[src/rtl/hyperram_arbiter.sv]
// Two-master round-robin arbiter in front of a single HyperRAM controller port.
// Supports lock-held bursts bounded by MAX_HOLD and a response watchdog with abort.
module hyperram_arbiter #(
    parameter int ADDR_W   = 22,
    parameter int DATA_W   = 32,
    parameter int MAX_HOLD = 8,
    parameter int TIMEOUT  = 255
) (
    input  logic                i_clk,
    input  logic                i_rst_n,
    input  logic                m0_req,
    input  logic                m0_we,
    input  logic                m0_lock,
    input  logic [ADDR_W-1:0]   m0_addr,
    input  logic [DATA_W-1:0]   m0_wdata,
    input  logic [DATA_W/8-1:0] m0_sel,
    output logic                m0_ack,
    output logic                m0_err,
    output logic [DATA_W-1:0]   m0_rdata,
    input  logic                m1_req,
    input  logic                m1_we,
    input  logic                m1_lock,
    input  logic [ADDR_W-1:0]   m1_addr,
    input  logic [DATA_W-1:0]   m1_wdata,
    input  logic [DATA_W/8-1:0] m1_sel,
    output logic                m1_ack,
    output logic                m1_err,
    output logic [DATA_W-1:0]   m1_rdata,
    output logic                s_req,
    output logic                s_we,
    output logic [ADDR_W-1:0]   s_addr,
    output logic [DATA_W-1:0]   s_wdata,
    output logic [DATA_W/8-1:0] s_sel,
    output logic                s_abort,
    input  logic                s_ack,
    input  logic [DATA_W-1:0]   s_rdata,
    output logic [1:0]          o_grant,
    output logic                o_busy
);
    localparam int HOLD_W = $clog2(MAX_HOLD + 1);
    localparam logic [HOLD_W-1:0] HOLD_MAX = HOLD_W'(MAX_HOLD);
    localparam logic [HOLD_W-1:0] HOLD_ONE = HOLD_W'(1);
    localparam logic [15:0] WD_LIMIT = 16'(TIMEOUT);

    typedef enum logic [1:0] {IDLE, ACTIVE, RESP} state_t;

    state_t            state_q, state_d;
    logic              owner_q;     // last granted master, 0 = M0, 1 = M1
    logic              lock_q;      // owner_q asked to keep the grant at its last ack
    logic [HOLD_W-1:0] hold_q, hold_d;
    logic [15:0]       wd_q;
    logic              grant_go, grant_sel;
    logic              timeout_hit;
    logic              owner_req;

    assign timeout_hit = (wd_q == WD_LIMIT);
    assign owner_req   = owner_q ? m1_req : m0_req;
    assign o_busy      = (state_q != IDLE);

    // NOTE: every always_comb output gets a default first so no path infers a latch.
    always_comb begin
        state_d   = state_q;
        grant_go  = 1'b0;
        grant_sel = owner_q;
        hold_d    = hold_q;
        case (state_q)
            IDLE: begin
                if (lock_q && owner_req && (hold_q < HOLD_MAX)) begin
                    grant_go  = 1'b1;
                    grant_sel = owner_q;
                    hold_d    = hold_q + HOLD_ONE;
                end else if (m0_req && m1_req) begin
                    grant_go  = 1'b1;
                    grant_sel = ~owner_q;
                    hold_d    = HOLD_ONE;
                end else if (m0_req || m1_req) begin
                    grant_go  = 1'b1;
                    grant_sel = m1_req;
                    if (m1_req != owner_q)
                        hold_d = HOLD_ONE;
                    else if (hold_q < HOLD_MAX)
                        hold_d = hold_q + HOLD_ONE;
                    else
                        hold_d = HOLD_MAX;
                end
                if (grant_go)
                    state_d = ACTIVE;
            end
            ACTIVE:  if (s_ack || timeout_hit) state_d = RESP;
            RESP:    state_d = IDLE;
            default: state_d = IDLE;
        endcase
    end

    // NOTE: sequential state uses non-blocking assignments only, so every flop samples pre-edge values.
    always_ff @(posedge i_clk or negedge i_rst_n) begin
        if (!i_rst_n) state_q <= IDLE;
        else          state_q <= state_d;
    end

    always_ff @(posedge i_clk or negedge i_rst_n) begin
        if (!i_rst_n) begin
            owner_q  <= 1'b1;
            lock_q   <= 1'b0;
            hold_q   <= '0;
            wd_q     <= '0;
            s_req    <= 1'b0;
            s_we     <= 1'b0;
            s_addr   <= '0;
            s_wdata  <= '0;
            s_sel    <= '0;
            s_abort  <= 1'b0;
            o_grant  <= 2'b00;
            m0_ack   <= 1'b0;
            m0_err   <= 1'b0;
            m0_rdata <= '0;
            m1_ack   <= 1'b0;
            m1_err   <= 1'b0;
            m1_rdata <= '0;
        end else begin
            m0_ack  <= 1'b0;
            m1_ack  <= 1'b0;
            m0_err  <= 1'b0;
            m1_err  <= 1'b0;
            s_abort <= 1'b0;
            case (state_q)
                IDLE: begin
                    if (grant_go) begin
                        owner_q <= grant_sel;
                        hold_q  <= hold_d;
                        wd_q    <= '0;
                        s_req   <= 1'b1;
                        o_grant <= grant_sel ? 2'b10 : 2'b01;
                        s_we    <= grant_sel ? m1_we    : m0_we;
                        s_addr  <= grant_sel ? m1_addr  : m0_addr;
                        s_wdata <= grant_sel ? m1_wdata : m0_wdata;
                        s_sel   <= grant_sel ? m1_sel   : m0_sel;
                    end
                end
                ACTIVE: begin
                    if (s_ack) begin
                        s_req <= 1'b0;
                        if (owner_q) begin
                            m1_rdata <= s_rdata;
                            m1_ack   <= 1'b1;
                            lock_q   <= m1_lock;
                        end else begin
                            m0_rdata <= s_rdata;
                            m0_ack   <= 1'b1;
                            lock_q   <= m0_lock;
                        end
                    end else if (timeout_hit) begin
                        s_req   <= 1'b0;
                        s_abort <= 1'b1;
                        m0_err  <= ~owner_q;
                        m1_err  <= owner_q;
                        lock_q  <= 1'b0;
                        hold_q  <= '0;
                    end else begin
                        wd_q <= wd_q + 16'd1;
                    end
                end
                RESP:    o_grant <= 2'b00;
                default: o_grant <= 2'b00;
            endcase
        end
    end
endmodule
[config.mk]
export PLATFORM = sky130hd
export DESIGN_NAME = hyperram_arbiter
export DESIGN_NICKNAME = d
export VERILOG_FILES = /design/src/rtl/hyperram_arbiter.sv
export SDC_FILE = /design/constraint.sdc
export NUM_CORES = 1
export LEC_CHECK = 0
export ABC_AREA = 1
export CAP_MARGIN = 25
export CELL_PAD_IN_SITES_DETAIL_PLACEMENT = 0
export CELL_PAD_IN_SITES_GLOBAL_PLACEMENT = 1
export CORE_ASPECT_RATIO = 0.6
export CORE_UTILIZATION = 28
export DETAILED_ROUTE_END_ITERATION = 8
export PLACE_DENSITY_LB_ADDON = 0.1
export RECOVER_POWER = 100
export SLEW_MARGIN = 20
export SYNTH_ARGS = -nofsm -noshare
export SYNTH_HDL_FRONTEND = slang
export SYNTH_SLANG_ARGS = --single-unit
export TNS_END_PERCENT = 20
[constraint.sdc]
create_clock -name i_clk -period 1.5 [get_ports i_clk]
set_clock_uncertainty 0.1 [all_clocks]
set_input_delay 0.225 -clock i_clk [delete_from_list [all_inputs] [get_ports i_clk]]
set_output_delay 0.225 -clock i_clk [all_outputs]
set_load 0.005 [all_outputs]
* After elaboration in Yosys (flattened, before gate mapping) *
Index checks and enable logic that the tools add are counted.

operators by class
  add/sub/neg operators = 2
  $lt $le $gt $ge = 1
  eq/ne operators = 11
  mux-type cells = 54
  bitwise logic cells = 2
  reductions and logical operators = 18

operator list
  kind                                                                     number
  16-bit 2-to-1 mux                                                        3
  4-bit 2-to-1 mux                                                         9
  32-bit 2-to-1 mux                                                        1
  16-bit one-hot mux with 2 select lines                                   1
  1-bit 2-to-1 mux                                                         31
  22-bit 2-to-1 mux                                                        1
  16-bit by 1-bit adder with 16-bit output (second input constant)         1
  16-bit by 8-bit equality test with 1-bit output (second input constant)  1
  2-bit inequality test (second input constant)                            6
  3-bit AND reduction                                                      3
  2-bit 2-to-1 mux                                                         4
  2-bit one-hot mux with 2 select lines                                    2
  4-bit one-hot mux with 2 select lines                                    1
  2-bit AND reduction                                                      4
  2-bit nonzero test                                                       3
  5-bit AND reduction                                                      1
  4-bit by 1-bit adder with 4-bit output (second input constant)           1
  4-bit less-than comparator (second input constant)                       1
  4-bit inequality test (second input constant)                            1
  4-bit AND reduction                                                      1
  1-bit logical AND                                                        3
  3-bit inequality test (second input constant)                            1
  2-bit by 1-bit equality test with 1-bit output (second input constant)   1
  2-bit zero test                                                          1
  other kinds (4)                                                          6

storage, ports and cells
  flip-flop bits (word level) = 155
  output and inout bits = 132
  logic and storage cells = 106

* Depth between registers and ports, before layout *
  depth in word-level cells = 8
  gate-level depth with buffers = 10
  depth with buffers taken out = 10

* Worst setup path before layout *
No wires, ideal clock.

  path kind = flip-flop to flip-flop
  start point = reg owner_q
  end point = reg s_addr[21]
  library setup time = 125 ps
  arrival = 1458 ps
  required time = 1275 ps
  slack = -183 ps
  stages on the path, launching flop included = 11
  buffers on the path = 3
  clock period less this slack = 1683 ps
  path through = dfstp_2 buf_2 inv_2 nand2_1 nand3_2 nand2_1 nand2_2 buf_6 buf_4 nand4_1 nand3_1

between the ends
  cells in the longest elaborated chain, start to end = 7
  elaborated cells between the ends (all ways) = 13

RTL lines
  item                                  line  RTL
  from (decl)                           48    logic owner_q;
  from (signal assigned)                129   owner_q <= grant_sel;
  1-bit 2-to-1 mux                      57    assign owner_req = owner_q ? m1_req : m0_req;
  1-bit logical AND (2 in series)       68    if (lock_q && owner_req && (hold_q < HOLD_MAX)) begin
  1-bit 2-to-1 mux                      68
  1-bit 2-to-1 mux (2 in series)        66    case (state_q)
  2-bit AND reduction (no source line)  n/a
  to (signal assigned)                  135   s_addr <= grant_sel ? m1_addr : m0_addr;
  to (decl)                             31    output logic [ADDR_W-1:0] s_addr,

Several ways; a longest one is shown, not always the timed one. The select of a mux whose other input is x is not followed.
A chain may end at the register's enable or synchronous reset.

* Worst setup path in the final report *
  start point = reg owner_q
  end point = reg s_wdata[29]

between the ends
  cells in the longest elaborated chain, start to end = 7
  elaborated cells between the ends (all ways) = 13

RTL lines
  item                                  line  RTL
  1-bit 2-to-1 mux                      57
  1-bit logical AND (2 in series)       68
  1-bit 2-to-1 mux                      68
  1-bit 2-to-1 mux (2 in series)        66
  2-bit AND reduction (no source line)  n/a
  to (signal assigned)                  136   s_wdata <= grant_sel ? m1_wdata : m0_wdata;
  to (decl)                             32    output logic [DATA_W-1:0] s_wdata,

Several ways; a longest one is shown, not always the timed one. The select of a mux whose other input is x is not followed.

==> summary.md <==
| Metric | Value |
|---|---|
| Hold Fails Final Rpt | 0 |
| CTS root buffer | clkbuf_16 |
| Port-buffer cells | 288 |
| Fin crit period | 1.69 ns |
| Internal power | ~13 mW |
| Largest area contributor in the netlist | dfrtp_1 |
| Fill count | 2408 |
| Area grow syn2layout | 64.1% |
| Area of the mapped netlist | 0.00700 sq mm |
| Top-count cell post-synth | nand2_1 |
| Pre-antenna DRT Iters | 4 |
| F_max | 590 MHz |
| WL/cell | 16.9 um |
| Register area share after synthesis | 55.4% |
| Vias post-DR | between 6000 and 7000 |
| Synth warnings | 0 |
| Worst setup EP type | register |
| Crit path max-delay family | simple AND/OR/NAND/NOR gates |
| Syn avg cell area | 8.60 sq um |
| Share of cells above drive strength 1 | 15.9% |
| Slew Viols, Final | 0 |
| Yosys top cell area share | 55.0% |
| Post-Layout Cell Count | between 1000 and 1500 |
| R2R Path End | s_wdata[29] |
| Antenna fix cells | 0 |
| Io pins | a little under 300 |
| Post-route DRC | 0 |
| Crit path depth | 8 |
| Chip Height | around 120 um |
| Vias in the first global route | 6905 |
| Reg2Reg Setup Slack | -0.19 ns |
| Placed insts | 1454 |
| Starting density of the core | 28.8% |
| Post-Syn Nets | 974 |
| Worst R2R Path Depth | 8 |
| Crit-path max cell delay | 0.61 ns |
| Worst relative slew slack | roughly two thirds |
| DRT iter0 DRCs | 342 |
| Layout Utilization | around 47% |
| Max VDD drop | 0.783 mV |
| Combinational share of power | 47.8% |
| Number of enable flip-flop cells after synthesis | 0 |
| Worst path cell trace | nand2_2, nand3_4, nand2_2, nand2_2, nand3_4, buf_12, nand3_1, nand3_1 |
| Slew of the pin with the lowest slew margin | 0.498 ns |
| CTS tree | yes |
| Num rows | 44 |
| Max-cap violations | 0 |
| Worst setup path endpoint | s_wdata[29] |
| Initial antenna violation count | 1 |
| Hold Crit Class | input port to async pin |
| Startpoint types | register |
| Clock-pin slew on the worst setup and hold paths | 0.07 ns |
| Crit-path most repeated cell | nand2_2 |
| Seq pwr share | about a third |
| H-tree levels | 4 |
| Global-route usage over all layers | 20.3% |
| Async S/R FF share, synth | 100% |
| Core Region | 0.0243 sq mm |
| Net Sw Frac | between 30% and 40% |
| NumNets Final | 1315 |
| Remaining antenna violation count | 0 |
| NetSw | 8.31 mW |
| Largest net degree at the start of global routing | 65 |
| Clk pwr share | 20.0% |
| Vias per inst | 4.61 |
| Num CTS Buffers | 17 |
| Top cells by count, synth | nand2_1, dfrtp_1, nand3_1 |
| Cell leakage power | 5.61 nW |
| Grt total ovfl | 0 |
| Bufs on Longest Clock Path | 2 |
| RSZ-0062 raised after global routing | true |
| Area after detailed placement | 0.0108 sq mm |
| Die width | ~210 um |
| First-pass GRT wire length | 39700 um |
| Placed wire-length estimate | 18000 um |
| Slack of the critical path | -0.194 ns |
| CP Max Fanout | 29 |
| Top cells by area, synth | dfrtp_1, nand3_1, nand2_1 |
| Later-pin clock latency in the skew report | 0.45 ns |
| Pwr/cell area | 1850 mW/mm^2 |
| Flip-flop and latch count after synthesis | 155 |
| Cells after Synth | slightly above 800 |
| CTS Sinks | 155 |
| Critical Path RT | between 1.5 and 2 ns |
| Ys flop type | dfrtp_1 |
| Final worst path period share | 113% |
| Critical path's slowest cell | dfstp_2 |
| Post-Route WL | between 20000 and 30000 um |
| Crit path buf inv count | 1 |
| GP Congestion | around 0.8 |
| WP data arrival | 1.93 ns |
| Synth unique cells | 30 |
| Critical Path Start | owner_q |
| # setup viols final | 130 |
| Setup CP Type | register to register |
| Final instance area | 0.0115 sq mm |
| Status | complete, but fails checks |
| DIE AREA | approximately 0.026 sq mm |
| RR Startpoint | owner_q |
| Failing checks | negative setup slack |
## final cells by class
cell class / count / area, sq um / area share, %
repair buffers: 374 / 3520 / 30.7
well taps: 322 / 403 / 3.51
flip-flops and latches: 155 / 3880 / 33.8
inverters: 62 / 240 / 2.09
clock inverters: 12 / 113 / 0.980
multi-input cells: 545 / 2870 / 25.0
clock buffers: 20 / 457 / 3.97
## registers in the layout, summed over array words and instances, names as in the netlist, 2 cells and up
signal    count
hold_q        4
m0_rdata     32
m1_rdata     32
o_grant       2
s_addr       22
s_sel         4
s_wdata      32
state_q       2
wd_q         16
## worst min path at each step
stage,depth (start not counted),to,startpoint,slack (ns)
final,2,m1_rdata[19],i_rst_n,0.14
after global routing,2,m1_rdata[19],i_rst_n,0.17
after CTS,2,m1_rdata[19],i_rst_n,0.01
after detailed placement,1,m1_rdata[19],i_rst_n,-0.06
after global placement,1,m1_rdata[19],i_rst_n,-0.06
after floorplan,0,hold_q[0],i_rst_n,-0.17
## metal layers
layer | track usage (%) | routed length [um] | vias up
met5 | 0 | 0 | -
met4 | 4.46 | 241 | 0
met3 | 9.11 | 2130 | 17
met2 | 28.6 | 10800 | 176
met1 | 28.3 | 12000 | 3230
li1 | - | - | 3444
## cells in the final DEF (no fill, tap or decap), drive strengths merged
master,netlist,layout
a21boi,1,1
a21oi,4,4
buf,33,83
bufinv,0,1
clkbuf,19,24
clkdlybuf4s15,0,6
clkdlybuf4s50,0,155
clkinv,0,6
clkinvlp,0,2
dfrtp,154,154
dfstp,1,1
dlygate4sd2,0,125
dlygate4sd3,0,1
ha,3,3
inv,62,65
nand2,198,198
nand3,149,149
nand4,64,64
nor2,32,32
nor3,5,5
o21ai,80,80
o21bai,2,2
o31ai,1,1
or2,1,1
xnor2,1,1
xor2,4,4
## cell families after synthesis
group	count (synthesis)	share of synthesized area (%)
flip-flops	155	55.4
AND/OR/NAND/NOR	449	29.8
buffers and inverters	114	7.09
XOR/XNOR	5	0.625
adder cells (fa/ha/maj)	3	0.536
AO/OA/AOI/OAI	88	6.54
## metrics by stage
step	power [mW]	setup TNS (ns)	hold WS, ns	setup WS [ns]
5_1_grt	22.9	-28.08	0.173	-0.299
2_1_floorplan	11.6	-6.15	-0.171	-0.0961
4_1_cts	21.5	-15.41	0.0131	-0.200
6_report	21.3	-15.17	0.141	-0.194
3_5_place_dp	17.9	-54.23	-0.0605	-0.469
3_3_place_gp	17.9	-55.99	-0.0591	-0.466
## power by group through the flow
stage	Sequential, mW	Clock, mW	Combinational (mW)
after floorplan	6.99	0	4.60
after detailed placement	6.91	0	11.0
final	6.85	4.27	10.2
after global placement	6.93	0	11.0
after global routing	7.08	4.60	11.2
after CTS	6.85	4.40	10.2
## repair_timing
action	in CTS	in global routing
gates resized for setup	184	27
endpoints found under the hold margin	155	0
pin swaps	14	4
hold buffers	1	0
setup endpoints to repair	284	159
buffers inserted	2	0
cloned	1	0
Note: power is estimated with default switching activity, not from simulation.
